--- config.mk ---
export PLATFORM = sky130hd
export DESIGN_NAME = divider_flat
export DESIGN_NICKNAME = d
export VERILOG_FILES = /design/src/rtl/divider_pkg.sv /design/src/rtl/divider_if.sv /design/src/rtl/divider_step.sv /design/src/rtl/divider.sv /design/src/flat_wrapper.sv
export SDC_FILE = /design/constraint.sdc
export NUM_CORES = 1
export LEC_CHECK = 0
export ABC_AREA = 1
export CAP_MARGIN = 20
export CORE_ASPECT_RATIO = 0.75
export CORE_MARGIN = 10
export CORE_UTILIZATION = 61
export CTS_BUF_LIST = sky130_fd_sc_hd__clkbuf_8
export CTS_CLUSTER_SIZE = 40
export DETAILED_ROUTE_END_ITERATION = 7
export PLACE_DENSITY = 0.89
export SYNTH_ARGS = -nofsm -noshare
export SYNTH_HDL_FRONTEND = slang
export SYNTH_HIERARCHICAL = 1
export SYNTH_SLANG_ARGS = --single-unit
--- constraint.sdc ---
create_clock -name clk -period 3.4 [get_ports clk]
set_input_delay 0.51 -clock clk [delete_from_list [all_inputs] [get_ports clk]]
set_output_delay 0.51 -clock clk [all_outputs]
set_load 0.05 [all_outputs]
--- src/rtl/divider_pkg.sv ---
// Shared types and constants for the radix-2 restoring divider.
// The signed-operand variant is selected by the DIVIDER_SIGNED_EN macro in divider.sv.
package divider_pkg;

    localparam int unsigned DW1_DEF = 8;
    localparam int unsigned DW2_DEF = 8;

    typedef enum logic [1:0] {
        IDLE = 2'd0,
        CALC = 2'd1,
        DONE = 2'd2
    } state_t;

    localparam state_t STATE_RST = IDLE;
    localparam logic   FLAG_RST  = 1'b0;

    // Ceiling log2, evaluated at elaboration time.
    function automatic int unsigned clog2(input int unsigned n);
        int unsigned r;
        r = 0;
        for (longint unsigned v = 1; v < longint'(n); v = v * 2) begin
            r++;
        end
        return r;
    endfunction

    // Iteration counter must hold DATA_WIDTH_1-1 and be at least one bit wide.
    function automatic int unsigned cnt_width(input int unsigned dw1);
        return (clog2(dw1) == 0) ? 1 : clog2(dw1);
    endfunction

endpackage

--- src/rtl/divider_if.sv ---
// start/valid handshake bundle between a divider and its requester.
interface divider_if
    import divider_pkg::*;
#(
    parameter int unsigned DATA_WIDTH_1 = DW1_DEF,
    parameter int unsigned DATA_WIDTH_2 = DW2_DEF
) ();

    logic                    start_i;
    logic [DATA_WIDTH_1-1:0] data1_i;
    logic [DATA_WIDTH_2-1:0] data2_i;
    logic                    busy_o;
    logic                    valid_o;
    logic [DATA_WIDTH_1-1:0] quotient_o;
    logic [DATA_WIDTH_2-1:0] remainder_o;
    logic                    dz_o;

    modport master (
        output start_i, data1_i, data2_i,
        input  busy_o, valid_o, quotient_o, remainder_o, dz_o
    );

    modport slave (
        input  start_i, data1_i, data2_i,
        output busy_o, valid_o, quotient_o, remainder_o, dz_o
    );

endinterface

--- src/rtl/divider_step.sv ---
// One restoring division step: shift in a dividend bit, subtract the divisor if it fits.
module divider_step
    import divider_pkg::*;
#(
    parameter int unsigned DATA_WIDTH_2 = DW2_DEF
) (
    input  logic [DATA_WIDTH_2-1:0] rem,
    input  logic                    dividend_bit,
    input  logic [DATA_WIDTH_2-1:0] divisor,
    output logic [DATA_WIDTH_2-1:0] next_rem_c,
    output logic                    q_bit_c
);

    logic [DATA_WIDTH_2:0] partial;
    logic [DATA_WIDTH_2:0] diff;

    // The extra MSB keeps the shifted remainder from overflowing before the compare.
    always_comb begin
        partial    = {rem, dividend_bit};
        diff       = partial - {1'b0, divisor};
        q_bit_c    = (partial >= {1'b0, divisor});
        next_rem_c = q_bit_c ? DATA_WIDTH_2'(diff) : DATA_WIDTH_2'(partial);
    end

endmodule

--- src/rtl/divider.sv ---
// Sequential restoring radix-2 divider, one quotient bit per clock, start/valid handshake.
// Define DIVIDER_SIGNED_EN for two's-complement operands; default build is unsigned.
module divider
    import divider_pkg::*;
#(
    parameter int unsigned DATA_WIDTH_1 = DW1_DEF,
    parameter int unsigned DATA_WIDTH_2 = DW2_DEF
) (
    input logic      clk,
    input logic      rst_n,
    divider_if.slave bus
);

    localparam int unsigned CNT_W = cnt_width(DATA_WIDTH_1);

    state_t                  state;
    state_t                  state_next;
    logic [CNT_W-1:0]        count;
    logic [DATA_WIDTH_1-1:0] dvd;
    logic [DATA_WIDTH_2-1:0] rem;
    logic [DATA_WIDTH_2-1:0] dvs;
    logic                    dz;

    logic                    accept_c;
    logic                    div_zero_c;
    logic                    last_c;
    logic [DATA_WIDTH_1-1:0] mag1_c;
    logic [DATA_WIDTH_2-1:0] mag2_c;
    logic [DATA_WIDTH_2-1:0] step_rem_c;
    logic                    step_q_c;
    logic [DATA_WIDTH_1-1:0] q_fix_c;
    logic [DATA_WIDTH_2-1:0] r_fix_c;

    assign accept_c   = (state == IDLE) && bus.start_i;
    assign div_zero_c = (bus.data2_i == '0);
    assign last_c     = (count == '0);

    divider_step #(
        .DATA_WIDTH_2 (DATA_WIDTH_2)
    ) u_step (
        .rem          (rem),
        .dividend_bit (dvd[DATA_WIDTH_1-1]),
        .divisor      (dvs),
        .next_rem_c   (step_rem_c),
        .q_bit_c      (step_q_c)
    );

`ifdef DIVIDER_SIGNED_EN
    logic neg_q;
    logic neg_r;
    logic sign1_c;
    logic sign2_c;

    assign sign1_c = bus.data1_i[DATA_WIDTH_1-1];
    assign sign2_c = bus.data2_i[DATA_WIDTH_2-1];
    assign mag1_c  = sign1_c ? DATA_WIDTH_1'(-bus.data1_i) : bus.data1_i;
    assign mag2_c  = sign2_c ? DATA_WIDTH_2'(-bus.data2_i) : bus.data2_i;

    // Result signs: quotient by operand signs, remainder follows the dividend.
    always_ff @(posedge clk or negedge rst_n) begin
        if (!rst_n) begin
            neg_q <= FLAG_RST;
            neg_r <= FLAG_RST;
        end else if (accept_c) begin
            neg_q <= sign1_c ^ sign2_c;
            neg_r <= sign1_c;
        end
    end

    // Divide-by-zero results bypass sign correction; most-negative/-1 wraps naturally.
    assign q_fix_c = (neg_q && !dz) ? DATA_WIDTH_1'(-dvd) : dvd;
    assign r_fix_c = (neg_r && !dz) ? DATA_WIDTH_2'(-rem) : rem;
`else
    assign mag1_c  = bus.data1_i;
    assign mag2_c  = bus.data2_i;
    assign q_fix_c = dvd;
    assign r_fix_c = rem;
`endif

    // State register.
    always_ff @(posedge clk or negedge rst_n) begin
        if (!rst_n) begin
            state <= STATE_RST;
        end else begin
            state <= state_next;
        end
    end

    // Next-state logic.
    always_comb begin
        state_next = state;
        case (state)
            IDLE: begin
                if (bus.start_i) begin
                    state_next = div_zero_c ? DONE : CALC;
                end
            end
            CALC: begin
                if (last_c) begin
                    state_next = DONE;
                end
            end
            DONE:    state_next = IDLE;
            default: state_next = IDLE;
        endcase
    end

    // Working registers: dvd shifts dividend bits out and quotient bits in.
    always_ff @(posedge clk or negedge rst_n) begin
        if (!rst_n) begin
            count <= '0;
            dvd   <= '0;
            rem   <= '0;
            dvs   <= '0;
            dz    <= FLAG_RST;
        end else begin
            case (state)
                IDLE: begin
                    if (bus.start_i) begin
                        count <= CNT_W'(DATA_WIDTH_1 - 1);
                        dvs   <= mag2_c;
                        dz    <= div_zero_c;
                        if (div_zero_c) begin
                            dvd <= '1;
                            rem <= DATA_WIDTH_2'(bus.data1_i);
                        end else begin
                            dvd <= mag1_c;
                            rem <= '0;
                        end
                    end
                end
                CALC: begin
                    dvd <= DATA_WIDTH_1'({dvd, step_q_c});
                    rem <= step_rem_c;
                    if (!last_c) begin
                        count <= count - CNT_W'(1);
                    end
                end
                default: begin
                end
            endcase
        end
    end

    // Output registers; results hold until the next DONE.
    always_ff @(posedge clk or negedge rst_n) begin
        if (!rst_n) begin
            bus.valid_o     <= FLAG_RST;
            bus.busy_o      <= FLAG_RST;
            bus.dz_o        <= FLAG_RST;
            bus.quotient_o  <= '0;
            bus.remainder_o <= '0;
        end else begin
            bus.valid_o <= (state == DONE);
            bus.busy_o  <= (state_next == CALC);
            if (state == DONE) begin
                bus.quotient_o  <= q_fix_c;
                bus.remainder_o <= r_fix_c;
                bus.dz_o        <= dz;
            end
        end
    end

endmodule

--- src/flat_wrapper.sv ---
// flat-port wrapper written by rule: the top's interface ports become plain ports
module divider_flat import divider_pkg::*;
#(
    parameter int unsigned DATA_WIDTH_1 = DW1_DEF,
    parameter int unsigned DATA_WIDTH_2 = DW2_DEF
)
  (clk, rst_n, bus_start_i, bus_data1_i, bus_data2_i, bus_busy_o, bus_valid_o, bus_quotient_o, bus_remainder_o, bus_dz_o);
  divider_if #(.DATA_WIDTH_1(DATA_WIDTH_1), .DATA_WIDTH_2(DATA_WIDTH_2)) bus_i ();
  input logic clk;
  input logic rst_n;
  input wire logic [$bits(bus_i.start_i)-1:0] bus_start_i;
  input wire logic [$bits(bus_i.data1_i)-1:0] bus_data1_i;
  input wire logic [$bits(bus_i.data2_i)-1:0] bus_data2_i;
  output wire logic [$bits(bus_i.busy_o)-1:0] bus_busy_o;
  output wire logic [$bits(bus_i.valid_o)-1:0] bus_valid_o;
  output wire logic [$bits(bus_i.quotient_o)-1:0] bus_quotient_o;
  output wire logic [$bits(bus_i.remainder_o)-1:0] bus_remainder_o;
  output wire logic [$bits(bus_i.dz_o)-1:0] bus_dz_o;
  assign bus_i.start_i = bus_start_i;
  assign bus_i.data1_i = bus_data1_i;
  assign bus_i.data2_i = bus_data2_i;
  assign bus_busy_o = bus_i.busy_o;
  assign bus_valid_o = bus_i.valid_o;
  assign bus_quotient_o = bus_i.quotient_o;
  assign bus_remainder_o = bus_i.remainder_o;
  assign bus_dz_o = bus_i.dz_o;
  divider #(.DATA_WIDTH_1(DATA_WIDTH_1), .DATA_WIDTH_2(DATA_WIDTH_2)) u_core (.clk(clk), .rst_n(rst_n), .bus(bus_i));
endmodule
==> impl_results.md, run 1 <==
- Leak: 1.925 nW
- Critical path class: reg2reg
- Post-Synthesis Cells: 388
- RR Endpoint: u_core/r_fix_c[1]
- # IOs: 38
- Post-layout minimum cycle time: 2.050 ns
- DR iter-0 viols: 194
- Critical path capture point type: flip-flop
- Vias in the first global route: 2293
- Flop-to-flop setup slack: 1.35 ns
- CP required: 3.59 ns
- Drt first pass iters: 4
- Post-DP Area: 0.003224 mm²
- Sequential area share after synthesis: 0.4327
- GPL Wtd Cong: 0.8883
- CP startpoint kind: flip-flop
- Die width: 98.71 µm
- Grt total ovfl: 0
- Worst-Margin Slew: 0.6755 ns
- Setup Viol. Count Final: 0
- Layout Area Growth over Synthesis: 17.57%
- Clk sink count: 49
- Initial Util: 0.6345
- Status: finished, final reports clean
- YS warnings: 6
- CP max stage delay: 0.45 ns
- Antenna diodes: 0
- Tcrit/Tclk final: 0.6031
- Post-Route WL: 6117 µm
- CP most frequent cell: nand2_1
- DP HPWL: 4590 µm
- Max FO, Critical Path: 9
- F_max: 487.7 MHz
- Antenna-violating nets left: 0
- Pwr Density: 1082 mW/mm²
- Synth unique cells: 27
- TritonCTS Buffers: 5
- Number of post-CTS setup repair buffers: 0
- Mapped Area: 0.002834 mm²
- Synth Net Count: 418
- Worst VDD drop: 636.7 µV
- Top delay family on crit path: simple AND/OR/NAND/NOR gates
- Synthesis-stage register bit count: 49
- Port buffer count: 37
- Clock buffer depth: 2
- CTS tree: built
- Reg2Reg Depth: 13
- Clk_lat worst skew: 0.30 ns
- Largest net degree at the start of global routing: 50
- CTS H-tree lvls: 2
- Fin. max-slew vios: 0
- Routed length per instance: 12.64 µm
- Routed vias: 2387
- Final Hold Fails: 0
- Hold_buf cts: 0
- DRC violations left: 0
- Finished Cell Area: 0.003332 mm²
- Final nets: 456
- CTS root buf: clkbuf_8
- Share of post-route cells with drive strength above 1: 0.1030
- Hold Crit Class: in2async
- CTS clk-pin slew, worst paths: 0.09 ns
- Die H: 79.03 µm
- Die ar.: 0.007801 mm²
- Vias/cell: 4.932
- # resized after CTS: 0
- Core area: 0.004467 mm²
- First-pass GRT wire length: 10530 µm
- GRT Util Overall: 0.1617
- Mean Syn Cell Area: 7.304 µm²
- Unrepaired setup endpoints after global routing: no
- Cell row count: 21
- Buf/Inv on CP: 2
- Post-route setup TNS: 0 ns
- Slew headroom: 0.5480
- CP cell instances: ha_1 > nand2_1 > inv_2 > nand2_2 > nor2_4 > nor2_4 > nand2_8 > nand2_2 > nand2_1 > inv_1 > nor2_1 > a21oi_1 > nand2_1
- Reg2reg start: u_core/r_fix_c[4]
- Max_cap viols: 0
- Clock Skew: 0.004908 ns
- Power Total: 3.604 mW
- Worst Path Arrival: 2.24 ns
- Initial antenna violation count: 0
- Slowest cell on the critical path: dfrtp_1
==> placed cells by master (no fill, tap or decap), drive strengths merged <==
master,n
nand4,1
clkbuf,5
or2,1
clkdlybuf4s50,36
dfrtp,49
nand2,186
fa,1
o21ai,5
clkinv,2
inv,54
clkinvlp,2
buf,2
xor2,1
ha,10
nor2,35
xnor2,2
a21oi,10
nand3,25
==> cell families after synthesis <==
| kind of cell | after synthesis | share of synthesized area |
|---|---|---|
| flops | 49 | 0.4327 |
| simple gates | 248 | 0.3890 |
| xor+xnor | 3 | 0.009273 |
| fa+ha+maj | 11 | 0.05121 |
| buf+inv | 62 | 0.09007 |
| compound gates | 15 | 0.02782 |
==> layout make-up <==
| class | instances | area [µm²] |
|---|---|---|
| inverters | 55 | 209.0 |
| clock inverters | 3 | 18.77 |
| multi-input cells | 277 | 1353 |
| repair buffers | 38 | 385.4 |
| clock buffers | 5 | 68.82 |
| well taps | 57 | 71.32 |
| flip-flops and latches | 49 | 1226 |
| fillers | 333 | 1135 |
==> stage by stage <==
| stage | util | worst slack (ns) | instances | hold slack [ns] |
|---|---|---|---|---|
| floorplan | - | 1.620 | 388 | 0.2144 |
| global placement | 0.7218 | 1.317 | 475 | 0.4622 |
| detailed placement | 0.7218 | 1.212 | 475 | 0.4639 |
| CTS | 0.7415 | 1.373 | 483 | 0.4256 |
| global route | 0.7459 | 1.161 | 484 | 0.1434 |
| finish | 0.7459 | 1.350 | 484 | 0.1308 |
==> how the worst max path moves through the flow <==
stage	startpoint	end	slack, ns	cells after the start
after floorplan	u_core/r_fix_c[1]	u_core/r_fix_c[7]	1.62	12
after global placement	bus_data2_i[3]	u_core/dvd[3]	1.32	6
after detailed placement	bus_data2_i[5]	u_core/dvd[5]	1.21	6
after CTS	u_core/dvd[7]	u_core/r_fix_c[4]	1.37	13
after global routing	u_core/r_fix_c[4]	u_core/r_fix_c[4]	1.16	13
final	u_core/r_fix_c[4]	u_core/r_fix_c[1]	1.35	13
==> state kept, by name, summed over array words and instances, names as in the netlist <==
name and flops:
u_core/r_fix_c 8, u_core/bus.dz_o 1, u_core/dz 1, u_core/bus.quotient_o 8, u_core/count 3, u_core/bus.busy_o 1, u_core/dvd 8, u_core/state 2
u_core/bus.valid_o 1, u_core/bus.remainder_o 8, u_core/dvs 8
==> layer usage <==
metal  global-route usage  share of wire  up-vias
met1               0.2060           0.47     1077
li1                     -              -     1245
met4              0.05000         0.0095        0
met5                    0              0        -
met2               0.2608           0.45       58
met3              0.04671          0.068        7
==> synth_stat cells <==
cell type	n	area (µm²)
nand3_1	24	120.1
ha_1	10	125.1
o21ai_0	2	10.01
o21ai_1	2	10.01
nand4_1	1	6.260
nor2_1	28	105.1
or2_4	1	8.760
inv_4	1	6.260
nor2_2	3	18.77
o21ai_2	1	8.760
buf_6	1	11.26
buf_2	4	20.02
nor2_4	4	45.04
dfrtp_1	49	1226
xnor2_1	2	17.52
nand2_4	2	22.52
inv_1	46	172.7
nand2_2	14	87.58
nand2_1	168	630.6
clkinv_1	2	7.510
buf_4	2	15.01
nand3_4	1	17.52
inv_2	6	22.52
a21oi_1	10	50.05
fa_1	1	20.02
nand2_8	2	40.04
xor2_1	1	8.760
==> power by group <==
group / leakage, nW / switching, mW / total, mW / internal, mW
combinational: 1.26 / 1.46 / 2.27 / 0.808
sequential: 0.628 / 0.180 / 0.998 / 0.818
clock: 0.0416 / 0.191 / 0.333 / 0.142
total: 1.92 / 1.84 / 3.60 / 1.77
No activity file was read; power rests on OpenSTA's default activity.
==> run 2, diff against run 1 <==
Settings changed: CORE_UTILIZATION 61 to 51, PLACE_DENSITY 0.89 to 0.8.
Clock period 3.4 ns to 1.7 ns, I/O delays scaled along.
==> impl_results.md, run 2 (synthesis results as in run 1) <==
- CP required: 1.91 ns (-1.68 ns)
- F_max: 523.0 MHz (+7.2%)
- Fin worst setup slack: -0.2119 ns (-1.561 ns)
- Reg2reg start: u_core/dvs[2]
- Finished Cell Area: 0.003850 mm² (+16%)
- Status: finished with violations
- CTS clk-pin slew, worst paths: 0.09 ns (about the same)
- DR iter-0 viols: 240 (+24%)
- Post-route setup TNS: -1.392 ns (-1.392 ns)
- Fill cells: 430 (+29%)
- Tcrit/Tclk final: 1.125 (+0.5216)
- Hold Crit Class: in2async
- # IOs: 38 (unchanged)
- Buf/Inv on CP: 3 (+1)
- Routed length per instance: 13.75 µm (+8.8%)
- Drt first pass iters: 6 (+2)
- Commonest non-fill, non-tap cell in the layout: nand2_1
- CP most frequent cell: nand2_8
- Fin. max-slew vios: 0 (unchanged)
- Port buffer count: 37 (unchanged)
- DP HPWL: 5307 µm (+16%)
- Leak: 2.191 nW (+14%)
- GRT Util Overall: 0.1659 (+0.004220)
- CP cell instances: inv_2 > ha_4 > or2_4 > nand3_4 > nand2_8 > nand2_8 > nand2_8 > buf_6 > nand2_4 > nand2_2 > inv_2 > nor2_1 > a21oi_1 > nand2_1
- Clock buffer depth: 2 (unchanged)
- Slowest cell on the critical path: dfrtp_1
- TritonCTS Buffers: 5 (unchanged)
- Pwr Density: 2383 mW/mm² (+120%)
- Final nets: 498 (+9.2%)
- Unrepaired setup endpoints after global routing: yes
- Die H: 84.56 µm (+7.0%)
- Critical path class: reg2reg
- Setup Viol. Count Final: 9 (+9)
- Share of post-route cells with drive strength above 1: 0.3070 (+0.2040)
- Routed vias: 2753 (+15%)
- Cell row count: 23 (+9.5%)
- Post-Route WL: 7479 µm (+22%)
- Slew headroom: 0.5201 (-0.02785)
- Initial antenna violation count: 0 (unchanged)
- Die ar.: 0.008969 mm² (+15%)
- Clk sink count: 49 (unchanged)
- Most frequent cells in the layout: nand2_1 (156), buf_4 (52), dfrtp_1 (48)
- Layout Area Growth over Synthesis: 35.85%
- Worst-Margin Slew: 0.7197 ns (+0.04418 ns)
- First-pass GRT wire length: 12300 µm (+17%)
- DRC violations left: 0 (unchanged)
- Worst VDD drop: 1048 µV (+65%)
- CP max stage delay: 0.40 ns (-0.05 ns)
- Largest net degree at the start of global routing: 50 (unchanged)
- Clock Skew: 0.005443 ns (+0.0005345 ns)
- Antenna diodes: 0 (unchanged)
- Vias/cell: 5.061 (+2.6%)
- Post-DP Area: 0.003510 mm² (+8.8%)
- Top delay family on crit path: simple AND/OR/NAND/NOR gates
- Clk_lat worst skew: 0.31 ns (about the same)
- CTS tree: built
- Grt total ovfl: 0 (unchanged)
- Max_cap viols: 0 (unchanged)
- Antenna-violating nets left: 0 (unchanged)
- RR Endpoint: u_core/r_fix_c[7]
- Core area: 0.005353 mm² (+20%)
- Final Hold Fails: 0 (unchanged)
- CP startpoint kind: flip-flop
- Worst Path Arrival: 2.12 ns (-0.12 ns)
- Hold Slack: 0.4383 ns (+0.3074 ns)
- GPL Wtd Cong: 0.8649 (-2.6%)
- CTS root buf: clkbuf_8
- Critical path capture point type: flip-flop
- Vias in the first global route: 2587 (+13%)
- CTS H-tree lvls: 2 (unchanged)
- Max FO, Critical Path: 5 (-4)
- Failing checks: negative setup slack
- Post-layout minimum cycle time: 1.912 ns (-0.1385 ns)
- Initial Util: 0.5295 (-0.1050)
- Reg2Reg Depth: 14 (+1)
- Flop-to-flop setup slack: -0.21 ns (-1.56 ns)
- Die width: 106.1 µm (+7.5%)
[run 2: report_power, final]
group / leakage (nW) / switching [mW] / internal (mW) / total (mW)
Combinational: 1.52 / 3.77 / 2.72 / 6.50
Clock: 0.0416 / 0.410 / 0.285 / 0.694
Sequential: 0.627 / 0.345 / 1.64 / 1.98
Total: 2.19 / 4.53 / 4.65 / 9.17
[run 2: worst reg2reg max path: cells and delay by family (launching register included)]
family                     cells  cell delay [ns]
and+or+nand+nor                9             0.81
DFF                            1             0.40
buffers and inverters          3             0.25
adders and majority gates      1             0.22
AOI/OAI and AO/OA              1             0.14
[run 2: area by class of cell]
| type | instances | area (µm²) | area share |
|---|---|---|---|
| multi-input combinational | 279 | 1558 | 0.4046 |
| clock buffer | 5 | 68.82 | 0.01787 |
| tap | 75 | 93.84 | 0.02437 |
| inverter | 55 | 211.5 | 0.05492 |
| sequential | 49 | 1227 | 0.3188 |
| timing repair buffer | 78 | 671.9 | 0.1745 |
| clock inverter | 3 | 18.77 | 0.004875 |
[run 2: how the worst max path moves through the flow]
stage               depth (start not counted)              start  slack, ns           endpoint
finish                                     14      u_core/dvs[2]      -0.21  u_core/r_fix_c[7]
global route                               13      u_core/dvs[2]      -0.31  u_core/r_fix_c[5]
CTS                                        13      u_core/dvs[2]      -0.12  u_core/r_fix_c[5]
detailed placement                         12  u_core/r_fix_c[1]      -0.15  u_core/r_fix_c[5]
global placement                           12  u_core/r_fix_c[1]      -0.08  u_core/r_fix_c[7]
floorplan                                  13  u_core/r_fix_c[0]     -0.009  u_core/r_fix_c[7]
[run 2: routing by layer]
metal,GRT usage,part of all wire,vias to the layer above,wire (µm)
met5,0,0,-,0
met4,0.04172,0.018,0,138
met3,0.04580,0.059,20,441
met2,0.2590,0.46,104,3465
met1,0.2217,0.46,1297,3433
li1,-,-,1332,-
[run 2: metrics by stage]
step / setup slack [ns] / std cells / power, mW / util
finish: -0.2119 / 544 / 9.173 / 0.7193
global route: -0.3066 / 544 / 9.887 / 0.7193
CTS: -0.1237 / 540 / 8.498 / 0.6992
detailed placement: -0.1493 / 524 / 7.288 / 0.6557
global placement: -0.08424 / 524 / 7.062 / 0.6557
floorplan: -0.008543 / 388 / 5.694 / -
[run 2: repair_timing]
action                     in CTS  in global routing
hold endpoints to repair       49                  0
buffers inserted                5                  4
cloned                          2                  0
hold buffers                    1                  0
pin swaps                      21                 22
gates resized for setup        21                 22
setup endpoints to repair       9                  9
==> run 3, diff against run 2 <==
Settings changed: CELL_PAD_IN_SITES_DETAIL_PLACEMENT from default to 1, CELL_PAD_IN_SITES_GLOBAL_PLACEMENT from default to 2, CORE_UTILIZATION 51 to 29.
==> impl_results.md, run 3 (synthesis results as in run 1) <==
- Clock Skew: 0.007251 ns (+0.001808 ns)
- Hold Slack: 0.3978 ns (-0.04051 ns)
- Post-DP Area: 0.003573 mm² (+1.8%)
- Tcrit/Tclk final: 1.136 (+0.01119)
- Drt first pass iters: 4 (-2)
- Pwr Density: 2364 mW/mm² (-0.79%)
- Fill cells: 1212 (+180%)
- Layout Cells excl Fill: 600 (+10%)
- First-pass GRT wire length: 14170 µm (+15%)
- Share of post-route cells with drive strength above 1: 0.3034 (-0.003617)
- Initial Util: 0.2958 (-0.2336)
- Post-layout minimum cycle time: 1.931 ns (+0.01902 ns)
- Antenna-violating nets left: 0 (unchanged)
- Hold Crit Class: in2async
- # IOs: 38 (unchanged)
- DP HPWL: 6440 µm (+21%)
- Fin. max-slew vios: 0 (unchanged)
- DP Cell Count: 580 (+11%)
- Worst VDD drop: 724.7 µV (-31%)
- Antenna diodes: 0 (unchanged)
- Initial antenna violation count: 0 (unchanged)
- Setup Viol. Count Final: 9 (unchanged)
- GRT Util Overall: 0.1225 (-0.04335)
- CTS clk-pin slew, worst paths: 0.10 ns (about the same)
- DRC violations left: 0 (unchanged)
- CTS tree: built
- CTS root buf: clkbuf_8
- Routed length per instance: 14.28 µm (+3.8%)
- Failing checks: negative setup slack
- F_max: 517.9 MHz (-0.99%)
- DR iter-0 viols: 82 (-66%)
- Unrepaired setup endpoints after global routing: yes
- Finished Cell Area: 0.003971 mm² (+3.2%)
- Critical path class: reg2reg
- Largest net degree at the start of global routing: 34 (-32%)
- CP startpoint kind: flip-flop
- Commonest non-fill, non-tap cell in the layout: nand2_1
- Worst-Margin Slew: 0.7775 ns (+0.05778 ns)
- Post-Route WL: 8565 µm (+15%)
- Clk_lat worst skew: 0.31 ns (about the same)
- Pre-CTS setup slack: -0.2288 ns (-0.07950 ns)
- Vias in the first global route: 2836 (+9.6%)
- Cell row count: 31 (+35%)
- Most frequent cells in the layout: nand2_1 (159), buf_4 (49), dfrtp_1 (48)
- CP required: 1.90 ns (about the same)
- Port buffer count: 37 (unchanged)
- GPL Wtd Cong: 0.8325 (-3.7%)
- Vias/cell: 4.347 (-14%)
- Die H: 105.6 µm (+25%)
- Core area: 0.009580 mm² (+79%)
- Status: finished with violations
- Grt total ovfl: 0 (unchanged)
- CTS H-tree lvls: 2 (unchanged)
- Power Total: 9.388 mW (+2.3%)
- Slew headroom: 0.4816 (-0.03853)
- TritonCTS Buffers: 5 (unchanged)
- Fin worst setup slack: -0.2309 ns (-0.01902 ns)
- Max_cap viols: 0 (unchanged)
- Layout Area Growth over Synthesis: 40.13%
- Worst Path Arrival: 2.13 ns (about the same)
- Critical path capture point type: flip-flop
- Clock buffer depth: 2 (unchanged)
- Leak: 2.224 nW (+1.5%)
- Die width: 134.1 µm (+26%)
- Clk sink count: 49 (unchanged)
- Final nets: 497 (-0.20%)
- Final Hold Fails: 0 (unchanged)
- Die ar.: 0.01417 mm² (+58%)
- Routed vias: 2608 (-5.3%)
- Max FO, Critical Path: 6 (+1)
- Register area: 0.001227 mm² (unchanged)
- Area used by multi-input combinational logic: 0.001582 mm² (+1.5%)
==> run 3: worst paths after layout <==
path                                   startpoint                   endpoint  slack [ns]  cells after the start
worst max-delay path            u_core/r_fix_c[1]          u_core/r_fix_c[4]       -0.23                     12
max in group asynchronous                   rst_n          u_core/r_fix_c[1]        0.75                      3
worst min register to register          u_core/dz                  u_core/dz        0.49                      2
worst min-delay path                        rst_n  u_core/bus.remainder_o[3]        0.40                      2
worst max register to register  u_core/r_fix_c[1]          u_core/r_fix_c[4]       -0.23                     12
min in group clk                        u_core/dz                  u_core/dz        0.49                      2
==> run 3: worst max-delay path, cell delays in order (launching register included) <==
cell and delay (ns):
dfrtp_2 0.45, ha_4 0.26, or2_4 0.27, nand3_4 0.11
nand2_4 0.09, nand2_8 0.13, nand2_8 0.09, nand2_2 0.06
nand2_1 0.04, inv_1 0.04, nor2_1 0.03, a21oi_1 0.15
nand2_1 0.08
==> run 3: timing repair <==
item | in CTS | in global routing
setup buffers | 7 | 3
hold buffers | 1 | 0
setup endpoints to repair | 9 | 9
endpoints found under the hold margin | 16 | 0
cloned | 2 | 0
pin swaps | 32 | 31
gates resized for setup | 17 | 30
==> run 3: report_power, final <==
| part | leakage [nW] | switching [mW] | internal (mW) |
|---|---|---|---|
| Clock | 0.0626 | 0.415 | 0.475 |
| Combinational | 1.54 | 3.83 | 2.69 |
| Sequential | 0.627 | 0.340 | 1.64 |
| Total | 2.22 | 4.59 | 4.80 |
==> run 3: cell type report <==
type / instances / area share
Clock buffer: 6 / 0.02079
Clock inverter: 2 / 0.008507
Inverter: 55 / 0.05261
Multi-Input combinational cell: 279 / 0.3982
Sequential cell: 49 / 0.3091
Tap cell: 132 / 0.04159
Timing Repair Buffer: 77 / 0.1692
==> run 3: metrics by stage <==
step	setup TNS [ns]	util
2_1_floorplan	-0.008543	-
3_3_place_gp	-1.421	0.3730
3_5_place_dp	-1.901	0.3730
4_1_cts	-1.396	0.4020
5_1_grt	-2.667	0.4145
6_report	-1.644	0.4145
==> run 3: metal layers <==
metal  wire length (µm)  GRT usage  up-vias  share of wire
li1                   -          -     1319              -
met1               4282     0.1696     1240           0.50
met2               3831     0.1910       42           0.45
met4                 65    0.02171        0         0.0076
met5                  0          0        -              0
met3                385    0.02989        7          0.045
